`src/rtl/bch_pkg.sv`:
```
// ---------------------------------------------------------------------------
// bch_pkg
// Shared definitions for the serial BCH encoder: the encoder FSM state type
// and the default code parameters (BCH(15,7), g(x) = x^8+x^7+x^6+x^4+1).
// No ports; imported by bch_lfsr and bch_encoder_param.
// ---------------------------------------------------------------------------
package bch_pkg;

   // Encoder phases: accepting message bits, then streaming out parity.
   typedef enum logic {
      ST_MSG = 1'b0,
      ST_PAR = 1'b1
   } bch_state_t;

   // Default code: 7 message bits, 8 parity bits, generator without x^P term.
   localparam int         DEF_K        = 7;
   localparam int         DEF_P        = 8;
   localparam logic [7:0] DEF_GEN_POLY = 8'hD1;

endpackage

```
`src/rtl/bch_lfsr.sv`:
```
// ---------------------------------------------------------------------------
// bch_lfsr
// Division LFSR that accumulates the remainder of m(x)*x^P mod g(x), one
// message bit per shift. The register also serves as the parallel parity
// view, so it is never shifted during parity output; a select index picks
// the bit to serialise instead.
//
// Ports:
//   i_clk    clock, rising edge
//   i_rst_n  asynchronous active-low reset, clears the register
//   i_shift  advance the LFSR by one message bit (i_din)
//   i_clear  clear the register; combined with i_shift the step starts from 0
//   i_din    message bit fed into the divider
//   i_sel    bit index driven onto o_sout
//   o_r      remainder register (parallel parity)
//   o_sout   o_r[i_sel]
// ---------------------------------------------------------------------------
module bch_lfsr
   import bch_pkg::*;
#(
   parameter int           P        = DEF_P,
   parameter logic [P-1:0] GEN_POLY = P'(DEF_GEN_POLY)
) (
   input  logic                 i_clk,
   input  logic                 i_rst_n,
   input  logic                 i_shift,
   input  logic                 i_clear,
   input  logic                 i_din,
   input  logic [$clog2(P)-1:0] i_sel,
   output logic [P-1:0]         o_r,
   output logic                 o_sout
);

   logic [P-1:0] base;
   logic [P-1:0] nxt;
   logic         fb;

   // Next-state of the divider. When a clear coincides with a shift the
   // step is taken from an all-zero register, so the first bit of a new
   // message never sees the previous remainder.
   always_comb begin
      base = i_clear ? '0 : o_r;
      fb   = i_din ^ base[P-1];
      nxt  = {base[P-2:0], 1'b0} ^ (fb ? GEN_POLY : '0);
   end

   // Remainder register: shift has priority, a lone clear zeroes it,
   // otherwise the remainder is held for the parallel parity view.
   always_ff @(posedge i_clk or negedge i_rst_n) begin
      if (!i_rst_n) begin
         o_r <= '0;
      end else if (i_shift) begin
         o_r <= nxt;
      end else if (i_clear) begin
         o_r <= '0;
      end
   end

   assign o_sout = o_r[i_sel];

endmodule

```
`src/rtl/bch_encoder_param.sv`:
```
// ---------------------------------------------------------------------------
// bch_encoder_param
// Serial systematic BCH encoder. K message bits are accepted MSB first and
// echoed on o_cw one cycle later; the P parity bits (MSB first) follow
// immediately, giving K+P consecutive valid codeword bits per message.
//
// Ports:
//   i_clk     clock, rising edge
//   i_rst_n   asynchronous active-low reset
//   i_m       message bit, MSB first
//   i_dv      i_m valid; accepted when i_dv && o_ready
//   i_abort   synchronous abort of the current codeword (beats i_dv)
//   o_ready   high while message bits can be accepted
//   o_cw      serial codeword bit
//   o_cw_vld  o_cw valid
//   o_parity  remainder register, parallel view
//   o_done    one-cycle pulse when o_parity first holds the final remainder
// ---------------------------------------------------------------------------
module bch_encoder_param
   import bch_pkg::*;
#(
   parameter int           K        = DEF_K,
   parameter int           P        = DEF_P,
   parameter logic [P-1:0] GEN_POLY = P'(DEF_GEN_POLY)
) (
   input  logic         i_clk,
   input  logic         i_rst_n,
   input  logic         i_m,
   input  logic         i_dv,
   input  logic         i_abort,
   output logic         o_ready,
   output logic         o_cw,
   output logic         o_cw_vld,
   output logic [P-1:0] o_parity,
   output logic         o_done
);

   localparam int W  = $clog2(K + P) + 1;
   localparam int SW = $clog2(P);

   localparam logic [W-1:0] K_LAST  = W'(K - 1);
   localparam logic [W-1:0] PAR_END = W'(K + P);
   localparam logic [W-1:0] SEL_TOP = W'(K + P - 1);

   bch_state_t    state;
   logic [W-1:0]  cnt;
   logic          accept;
   logic          lfsr_clear;
   logic [W-1:0]  sel_full;
   logic [SW-1:0] sel;
   logic          par_bit;

   // The counter keeps running through the parity phase (K .. K+P), so the
   // parity bit to emit is simply (K+P-1) - cnt, i.e. P-1 down to 0.
   always_comb begin
      accept     = (state == ST_MSG) && i_dv && !i_abort;
      lfsr_clear = i_abort || (accept && (cnt == '0));
      sel_full   = SEL_TOP - cnt;
      sel        = sel_full[SW-1:0];
   end

   assign o_ready = (state == ST_MSG);

   bch_lfsr #(
      .P        (P),
      .GEN_POLY (GEN_POLY)
   ) u_lfsr (
      .i_clk   (i_clk),
      .i_rst_n (i_rst_n),
      .i_shift (accept),
      .i_clear (lfsr_clear),
      .i_din   (i_m),
      .i_sel   (sel),
      .o_r     (o_parity),
      .o_sout  (par_bit)
   );

   // Encoder FSM with registered codeword outputs. In MSG every accepted bit
   // is echoed; the K-th one moves to PAR and raises o_done together with
   // the final LFSR update. PAR emits one parity bit per cycle, then spends
   // one cycle dropping o_cw_vld before handing back to MSG.
   always_ff @(posedge i_clk or negedge i_rst_n) begin
      if (!i_rst_n) begin
         state    <= ST_MSG;
         cnt      <= '0;
         o_cw     <= 1'b0;
         o_cw_vld <= 1'b0;
         o_done   <= 1'b0;
      end else if (i_abort) begin
         state    <= ST_MSG;
         cnt      <= '0;
         o_cw     <= 1'b0;
         o_cw_vld <= 1'b0;
         o_done   <= 1'b0;
      end else begin
         case (state)
            ST_MSG: begin
               o_done <= 1'b0;
               if (i_dv) begin
                  o_cw     <= i_m;
                  o_cw_vld <= 1'b1;
                  cnt      <= cnt + 1'b1;
                  if (cnt == K_LAST) begin
                     state  <= ST_PAR;
                     o_done <= 1'b1;
                  end
               end else begin
                  o_cw_vld <= 1'b0;
               end
            end
            ST_PAR: begin
               o_done <= 1'b0;
               if (cnt != PAR_END) begin
                  o_cw     <= par_bit;
                  o_cw_vld <= 1'b1;
                  cnt      <= cnt + 1'b1;
               end else begin
                  o_cw_vld <= 1'b0;
                  cnt      <= '0;
                  state    <= ST_MSG;
               end
            end
            default: begin
               state    <= ST_MSG;
               cnt      <= '0;
               o_cw_vld <= 1'b0;
               o_done   <= 1'b0;
            end
         endcase
      end
   end

endmodule

```
`config.mk`:
```
export PLATFORM = sky130hd
export DESIGN_NAME = bch_encoder_param
export DESIGN_NICKNAME = d
export VERILOG_FILES = /design/src/rtl/bch_pkg.sv /design/src/rtl/bch_lfsr.sv /design/src/rtl/bch_encoder_param.sv
export SDC_FILE = /design/constraint.sdc
export NUM_CORES = 1
export LEC_CHECK = 0
export CAP_MARGIN = 25
export CELL_PAD_IN_SITES_DETAIL_PLACEMENT = 0
export CELL_PAD_IN_SITES_GLOBAL_PLACEMENT = 2
export CORE_MARGIN = 1
export CORE_UTILIZATION = 32
export DETAILED_ROUTE_END_ITERATION = 12
export PLACE_DENSITY_LB_ADDON = 0.1
export SLEW_MARGIN = 20
export SYNTH_ARGS = -nofsm -noshare
export SYNTH_HDL_FRONTEND = slang
export SYNTH_HIERARCHICAL = 1
export SYNTH_SLANG_ARGS = --single-unit
```
`constraint.sdc`:
```
create_clock -name i_clk -period 2.6 [get_ports i_clk]
set_clock_uncertainty 0.15 [all_clocks]
set_input_delay 0.52 -clock i_clk [delete_from_list [all_inputs] [get_ports i_clk]]
set_output_delay 0.52 -clock i_clk [all_outputs]
set_load 0.02 [all_outputs]
```
==> results of run 1 <==
power by group:
group | total [W] | switching [W] | internal, W
Sequential | 0.000293 | 0.0000171 | 0.000276
Clock | 0.000145 | 0.0000851 | 0.0000596
Combinational | 0.000127 | 0.0000611 | 0.0000662
Total | 0.000566 | 0.000163 | 0.000402
cell families after synthesis:
family                     after synthesis
DFF                                     17
and+or+nand+nor                         34
AOI/OAI and AO/OA                       18
adders and majority gates                3
buffers and inverters                   12
muxes                                   10
xor gates and xnor gates                 6
layout make-up:
class,instances,area [sq um]
Clock buffer,4,26.3
Fill cell,306,1750
Inverter,7,26.3
Multi-Input combinational cell,71,531
Sequential cell,17,425
Tap cell,44,55.1
Timing Repair Buffer,23,213
Yosys cell counts:
cell type,count
nor3b_1,1
xor2_1,1
or2b_2,1
inv_1,7
mux2_4,1
o2111ai_1,1
o221ai_1,1
dfrtp_1,17
o22ai_1,1
mux4_2,1
or4_1,1
nand3b_1,1
a21oi_1,2
nand4_1,1
a22o_1,1
and2_1,1
mux4_1,1
or3_1,2
nand2b_1,3
nand3_1,3
o21ai_0,4
nand2_1,7
o31ai_1,1
mux2_2,1
xnor2_1,5
ha_1,3
and4_2,1
buf_4,1
mux2i_1,6
nor2_1,10
buf_2,1
a31oi_1,2
nand3_2,1
clkbuf_1,2
o211ai_1,3
or3b_2,1
o311ai_0,2
buf_6,1
how the worst max path moves through the flow:
| stage | from | to | slack (ns) | cells past startpoint |
|---|---|---|---|---|
| 5_1_grt | cnt[1] | o_cw | 0.04 | 7 |
| 6_report | cnt[1] | o_cw | 0.19 | 7 |
| 4_1_cts | cnt[1] | o_cw | 0.19 | 7 |
| 2_1_floorplan | cnt[0] | o_cw | 0.26 | 7 |
| 3_5_place_dp | i_dv | u_lfsr/o_r[4] | 0.19 | 7 |
| 3_3_place_gp | cnt[1] | o_cw | 0.18 | 7 |
routing by layer:
| layer | part of all wire [%] | vias up | routed length [um] | track usage, % |
|---|---|---|---|---|
| met5 | 0 | - | 0 | 0 |
| met4 | 0.86 | 0 | 19 | 7.14 |
| met3 | 3.3 | 2 | 73 | 2.68 |
| met2 | 42 | 15 | 935 | 20.4 |
| met1 | 53 | 379 | 1170 | 21.8 |
| li1 | - | 400 | - | - |
state kept, by name (all words and copies together) (netlist names):
register and count:
cnt 5, o_cw 1, o_cw_vld 1, o_done 1, state 1, u_lfsr/o_r 8
stage by stage:
stage / instance area (sq um) / hold slack [ns] / power, W / setup slack, ns / cells
4_1_cts: 1280 / 0.388 / 0.000576 / 0.185 / 166
6_report: 1280 / 0.391 / 0.000566 / 0.185 / 166
2_1_floorplan: 1010 / 0.0744 / 0.000375 / 0.264 / 100
3_3_place_gp: 1250 / 0.423 / 0.000428 / 0.182 / 162
3_5_place_dp: 1250 / 0.420 / 0.000427 / 0.187 / 162
5_1_grt: 1280 / 0.403 / 0.000598 / 0.0427 / 166
==> flow_summary_export.csv, run 1 <==
group,metric,value,unit
sta,rsz0062_at_grt,"no",
worst_setup_path,cp_data_required_time,2.62,ns
global_routing,grt_first_pass_wirelength,3710,um
sta,hold_violations,0,
cts,cts_resized,0,
cts,clkTransAtPathRegs,0.10,ns
worst_setup_path,reg2reg_from,"cnt[1]",
worst_setup_path,path_buf_inv,0,
cts,cts_tree,"done",
finish,layout.nets,131,
route,wl_per_cell,13.3,um
sta,tightest_slew,0.353,ns
synth,synth-xor-area-share,5.19,%
sta,setup_viol,0,
run_status,status,"finished clean",
synth,ys_warn_count,6,
worst_setup_path,cp_max_fo,5,
sta,finalMaxSlewViolations,0,
flow_run,cap_violations,0,
finish,layout_common_cells,"dfrtp_1, clkdlybuf4s50_1, nor2_1",
worst_setup_path,cp_slowest_cell,"mux4_1",
global_routing,antenna_found_initial,0,
route,drt_wl_total,2200,um
route,ant_nets,0,
floorplanning,rows,20,
finish,utilization,42.1,%
sta,fmax,414,MHz
hold_path,hp-class,"input port to asynchronous set/reset pin",
global_routing,grtUsageTotal,14.7,%
synth,synth_cell_types,38,
synth,synth_mux_area_share,13.3,%
placement,place_congestion,0.726,
synth,synth_top_family_by_area,"simple AND/OR/NAND/NOR gates",
synth,synth_top_area_cell,"dfrtp_1",
worst_setup_path,max_stage_delay,0.57,ns
cts,cts-root-buf,"clkbuf_4",
cts,cts_buffers,3,
sta,period_minus_slack,2.41,ns
worst_setup_path,rr_worst_depth,7,
route,viasPerCell,4.80,
finish,drive_gt1_share,13.9,%
worst_setup_path,rrSetupSlack,0.19,ns
power_and_ir_drop,irDropWorstVdd,0.247,mV
route,dr_total_vias,796,
synth,yosysSeqAreaShare,42.0,%
worst_setup_path,worstPathArrival,2.43,ns
synth,syn-num-nets,108,
global_routing,first_global_vias,781,
route,drc,0,
synth,synth_area_leaders,"dfrtp_1, mux2i_1, xnor2_1",
route,drtIter0Drc,21,
cts,clkSinkCount,17,
placement,portBuffers,16,
floorplanning,start_util,33.5,%
cts,cts_max_level,1,
power_and_ir_drop,leakage,0.522,nW
power_and_ir_drop,p_per_area,443,nW/um^2
cts,clk_path_buf_depth,2,
floorplanning,dieHeight,58.3,um
synth,synthCells,100,
synth,synth-compound-area-share,12.1,%
sta,slew-limit-headroom,76.5,%
finish,final_common_cell,"dfrtp_1",
synth,synth.avg_cell_area,10.1,sq um
worst_setup_path,path_class,"register to register",
cts,postCtsSetupBuffers,0,
cts,cts-hold-fix-buffers,0,
global_routing,overflow,0,
floorplanning,core,3030,sq um
worst_setup_path,end_kind,"register",
synth,synthSimpleGateAreaFrac,18.0,%
synth,synth_top_area_share,42.0,%
synth,synth_area,1010,sq um
worst_setup_path,worst_setup_path_start_kind,"register",
cts,clkLatencyLatePin,0.29,ns
synth,synthAdderAreaFrac,3.70,%
placement,dp_hpwl,1610,um
worst_setup_path,critPathTopFamily,"multiplexers",
floorplanning,die_area,3400,sq um
finish,area_delta_synth_final,25.9,%
sta,setup_tns,0,ns
worst_setup_path,cp_cell_sequence,"ha_1, xnor2_1, mux4_1, mux2_4, nand2b_1, o2111ai_1, o211ai_1",
route,first_pass_iters,4,
finish,num_antenna_cells,0,
floorplanning,die_x,58.3,um
synth,synth-seq-cells,17,
floorplanning,design.portCount,17,
worst_setup_path,r2r-end,"o_cw",
sta,fin_crit_sh,92.9,%
global_routing,grt_max_degree,18,
Power figures use the tool's default switching activity.
==> inputs of run 2 (changes only) <==
CORE_ASPECT_RATIO = 0.5   (was not set)
CORE_UTILIZATION = 35   (was 32)
clock period = 3 ns   (was 2.6 ns; I/O delays follow)
==> run 2 against run 1 <==
  * Via count rose by 1.8%
  * Power fell by 5.0%
  * Hold slack improved by 0.029 ns
  * Critical path type unchanged
  * Combinational power fell by 17%
  * Die area fell by 7.9%
  * Core utilization rose by 4.7 points
  * Largest cell class unchanged
  * Clock power rose by 21%
  * Non-clock buffer count fell by 5
  * First-iteration DRC count fell by 48%
  * Routed wire length rose by 7.5%
  * Clock-buffer cell count did not move
  * Largest power group unchanged
==> flow_summary_export.csv, run 2 (synthesized netlist as in run 1, its figures left out) <==
group,metric,value,unit
power_and_ir_drop,switching_share,27.9,%
floorplanning,core,2670,sq um
power_and_ir_drop,totalPowerFinal,0.000537,W
finish,utilization,46.8,%
placement,dp_hpwl,1700,um
hold_path,hold_path_depth,1,
finish,layout_common_cells,"dfrtp_1, clkdlybuf4s50_1, nor2_1",
global_routing,grt_max_degree,18,
finish,largest_register_ff_count,8,
worst_setup_path,cp_cell_sequence,"ha_1, xnor2_1, mux4_1, mux2_4, nand2b_1, o2111ai_1, o211ai_1",
global_routing,first_global_vias,787,
worst_setup_path,r2r-end,"o_cw",
worst_setup_path,cp_max_fo,7,
floorplanning,dieHeight,40.1,um
power_and_ir_drop,irDropWorstVdd,0.193,mV
sta,rsz0062_at_grt,"no",
route,viasPerCell,5.26,
flow_run,cap_violations,0,
floorplanning,rows,13,
finish,top_regs,"u_lfsr/o_r (8), cnt (5)",
route,drt_wl_total,2370,um
sta,period_minus_slack,2.58,ns
floorplanning,start_util,38.0,%
power_and_ir_drop,p_per_area,430,nW/um^2
sta,setup_tns,0,ns
power_and_ir_drop,seqPwrFrac,47.7,%
cts,cts_buffers,3,
finish,layout.nets,126,
cts,cts_resized,0,
cts,clk_path_buf_depth,2,
global_routing,grt_first_pass_wirelength,3920,um
worst_setup_path,worst_setup_path_start_kind,"register",
worst_setup_path,worstPathArrival,2.56,ns
power_and_ir_drop,p_int,0.000388,W
cts,cts_tree,"done",
hold_path,hp-class,"register to register",
placement,portBuffers,16,
worst_setup_path,max_stage_delay,0.60,ns
finish,area_delta_synth_final,23.2,%
cts,postCtsSetupBuffers,0,
floorplanning,design.portCount,17,
placement,dpl-instance-area,1200,sq um
sta,hold_violations,0,
worst_setup_path,reg2reg_from,"cnt[0]",
global_routing,gr-usage-met1,21.9,%
cts,cts-hold-fix-buffers,0,
global_routing,grt_use_met3,6.36,%
run_status,status,"finished clean",
power_and_ir_drop,power_frac_comb,19.6,%
finish,drive_gt1_share,10.3,%
cts,cts-root-buf,"clkbuf_8",
global_routing,gr-usage-met2,30.7,%
worst_setup_path,cp_data_required_time,2.98,ns
sta,finalMaxSlewViolations,0,
finish,num_antenna_cells,0,
finish,fillCellCount,247,
hold_path,min_to,"u_lfsr/o_r[0]",
route,drc,0,
global_routing,overflow,0,
sta,setup_viol,0,
finish,final_area,1250,sq um
hold_path,hp-start,"u_lfsr/o_r[0]",
route,drtIter0Drc,11,
route,dr_total_vias,810,
power_and_ir_drop,p_sw,0.000150,W
worst_setup_path,rrSetupSlack,0.42,ns
floorplanning,die_x,78.1,um
worst_setup_path,cp_slowest_cell,"mux4_1",
power_and_ir_drop,leakage,0.505,nW
cts,clkLatencyLatePin,0.26,ns
global_routing,grt_busiest_layer,"met2",
sta,fin_crit_sh,86.1,%
finish,top_register,"u_lfsr/o_r",
sta,slew-limit-headroom,47.7,%
cts,clkSinkCount,17,
global_routing,antenna_found_initial,0,
global_routing,grtUsageTotal,17.7,%
placement,place_congestion,0.837,
finish,final_common_cell,"dfrtp_1",
route,ant_nets,0,
cts,cts_max_level,1,
worst_setup_path,rr_worst_depth,7,
floorplanning,die_area,3130,sq um
worst_setup_path,path_class,"register to register",
worst_setup_path,end_kind,"register",
route,first_pass_iters,4,
route,wl_per_cell,15.4,um
sta,fmax,387,MHz
cts,clkTransAtPathRegs,0.07,ns
power_and_ir_drop,clockPowerShare,32.7,%
sta,tightest_slew,0.782,ns
==> run 2: changes by cell type in the layout (fill, tap and decap cells not counted) <==
cell,before,now
clkbuf_8,0,3
clkbuf_4,3,0
buf_4,7,2
==> run 2: power groups by stage <==
stage | sequential (W) | combinational, W | clock, W
6_report | 0.000256 | 0.000105 | 0.000176
5_1_grt | 0.000259 | 0.000114 | 0.000196
4_1_cts | 0.000257 | 0.000106 | 0.000184
3_5_place_dp | 0.000261 | 0.000106 | 0
3_3_place_gp | 0.000260 | 0.000104 | 0
2_1_floorplan | 0.000265 | 0.0000598 | 0
==> run 2: routing by layer <==
metal	wire length, um	share of wire (%)
met5	0	0
met4	6	0.25
met3	105	4.4
met2	1100	47
met1	1150	49
==> run 2: worst max-delay path by stage <==
stage / from / slack [ns] / cells after the start / endpoint
3_3_place_gp: i_abort / 0.41 / 7 / u_lfsr/o_r[0]
6_report: cnt[0] / 0.42 / 7 / o_cw
3_5_place_dp: i_abort / 0.44 / 7 / u_lfsr/o_r[0]
4_1_cts: cnt[0] / 0.43 / 7 / o_cw
2_1_floorplan: cnt[0] / 0.66 / 7 / o_cw
5_1_grt: cnt[0] / 0.26 / 7 / o_cw
==> run 2: critical path: cells and delay by family, from the launching register on <==
family,cells,cell delay (ns)
AO/OA/AOI/OAI,2,0.24
XOR/XNOR,1,0.29
AND/OR/NAND/NOR,1,0.16
flip-flops,1,0.47
multiplexers,2,0.86
adder cells (fa/ha/maj),1,0.28
==> run 2: metrics by stage <==
step                hold slack (ns)  setup WS, ns  std cells
detailed placement            0.422         0.442        150
CTS                           0.437         0.432        154
global route                  0.486         0.264        154
floorplan                     0.154         0.664        100
global placement              0.417         0.406        150
finish                        0.420         0.416        154
==> run 2: layout make-up <==
cell class,count,area (sq um),area share [%]
clock buffers,4,45.0,3.61
inverters,7,26.3,2.10
multi-input cells,71,531,42.5
flip-flops and latches,17,425,34.1
well taps,37,46.3,3.71
repair buffers,18,175,14.0
==> inputs of run 3 (changes only) <==
RECOVER_POWER = 50   (was not set)
==> run 3 against run 2 <==
  * Power down 0.18%
  * Register-to-register slack better by 0.02 ns
  * Final area fell by 0.40%
  * Final cell count unchanged
  * Critical path depth unchanged
  * Sequential power hardly changed
==> flow_summary_export.csv, run 3 (synthesized netlist as in run 1, its figures left out) <==
group,metric,value,unit
finish,top_register,"u_lfsr/o_r",
cts,clkTransAtPathRegs,0.07,ns
placement,dpl-instance-area,1200,sq um
sta,finalMaxSlewViolations,0,
worst_setup_path,path_class,"register to register",
hold_path,min_to,"u_lfsr/o_r[0]",
global_routing,grtUsageTotal,17.7,%
worst_setup_path,cp_data_required_time,2.98,ns
sta,slew-limit-headroom,46.2,%
hold_path,hp-class,"register to register",
floorplanning,dieHeight,40.1,um
placement,portBuffers,16,
cts,cts-root-buf,"clkbuf_8",
route,drc,0,
hold_path,hp-start,"u_lfsr/o_r[0]",
sta,period_minus_slack,2.57,ns
cts,clk_path_buf_depth,2,
hold_path,hold_path_depth,1,
cts,cts_max_level,1,
route,drt_wl_total,2360,um
power_and_ir_drop,p_per_area,431,nW/um^2
cts,cts_buffers,3,
finish,multi_input_area,526,sq um
worst_setup_path,rrSetupSlack,0.43,ns
worst_setup_path,rr_worst_depth,7,
worst_setup_path,cp_slowest_cell,"mux4_1",
flow_run,cap_violations,0,
worst_setup_path,cp_cell_sequence,"ha_1, xnor2_1, mux4_1, mux2_4, nand2b_1, o2111ai_1, o211ai_1",
finish,top_regs,"u_lfsr/o_r (8), cnt (5)",
sta,tightest_slew,0.804,ns
route,viasPerCell,5.23,
route,dr_total_vias,805,
sta,hold_violations,0,
route,first_pass_iters,4,
sta,setup_tns,0,ns
worst_setup_path,critPathTopFamily,"multiplexers",
finish,final_area,1240,sq um
worst_setup_path,worstPathArrival,2.55,ns
placement,place_congestion,0.837,
worst_setup_path,end_kind,"register",
global_routing,overflow,0,
run_status,status,"finished clean",
power_and_ir_drop,irDropWorstVdd,0.193,mV
floorplanning,core,2670,sq um
route,ant_nets,0,
worst_setup_path,path_buf_inv,0,
global_routing,grt_max_degree,18,
global_routing,grt_first_pass_wirelength,3920,um
floorplanning,die_x,78.1,um
finish,num_antenna_cells,0,
finish,largest_register_ff_count,8,
cts,postCtsSetupBuffers,0,
route,drtIter0Drc,10,
floorplanning,die_area,3130,sq um
finish,area_delta_synth_final,22.7,%
sta,fin_crit_sh,85.6,%
worst_setup_path,cp_max_fo,7,
sta,fmax,389,MHz
worst_setup_path,reg2reg_from,"cnt[0]",
placement,dp_hpwl,1700,um
sta,rsz0062_at_grt,"no",
power_and_ir_drop,leakage,0.506,nW
worst_setup_path,max_stage_delay,0.60,ns
finish,final_common_cell,"dfrtp_1",
finish,drive_gt1_share,9.40,%
finish,layout_common_cells,"dfrtp_1, clkdlybuf4s50_1, nor2_1",
route,wl_per_cell,15.3,um
floorplanning,rows,13,
global_routing,first_global_vias,787,
finish,layout.nets,126,
floorplanning,design.portCount,17,
cts,clkLatencyLatePin,0.26,ns
sta,setup_viol,0,
floorplanning,start_util,38.0,%
worst_setup_path,worst_setup_path_start_kind,"register",
cts,clkSinkCount,17,
cts,cts-hold-fix-buffers,0,
global_routing,antenna_found_initial,0,
finish,fillCellCount,248,
worst_setup_path,r2r-end,"o_cw",
finish,regArea,425,sq um
cts,cts_resized,0,
cts,cts_tree,"done",
run 3: per-stage QoR:
step	hold slack, ns	power [W]	utilization (%)	std cells	setup WS (ns)
detailed placement	0.422	0.000367	45.1	150	0.442
global placement	0.417	0.000364	45.1	150	0.406
CTS	0.437	0.000547	46.8	154	0.432
global route	0.486	0.000568	46.6	154	0.274
finish	0.420	0.000536	46.6	154	0.432
floorplan	0.154	0.000325	-	100	0.664
run 3: how the worst max path moves through the flow:
stage | startpoint | to | depth (start not counted)
6_report | cnt[0] | o_cw | 7
5_1_grt | cnt[0] | o_cw | 7
4_1_cts | cnt[0] | o_cw | 7
3_5_place_dp | i_abort | u_lfsr/o_r[0] | 7
3_3_place_gp | i_abort | u_lfsr/o_r[0] | 7
2_1_floorplan | cnt[0] | o_cw | 7
run 3: layer usage:
metal  up-vias  wire length [um]  track usage [%]
met5         -                 0                0
met2        16              1100             30.7
li1        391                 -                -
met1       396              1140             21.9
met4         0                 6             4.17
met3         2               104             6.36
run 3: area by class of cell:
type / count / share of cell area, %
multi-input cells: 71 / 42.3
flip-flops and latches: 17 / 34.2
repair buffers: 18 / 14.1
well taps: 37 / 3.72
clock buffers: 4 / 3.62
inverters: 7 / 2.11
run 3: where the power goes:
part	switching, W	internal [W]	leakage [nW]
logic	0.0000516	0.0000526	0.253
clock network	0.0000812	0.0000944	0.0228
registers	0.0000167	0.000240	0.230
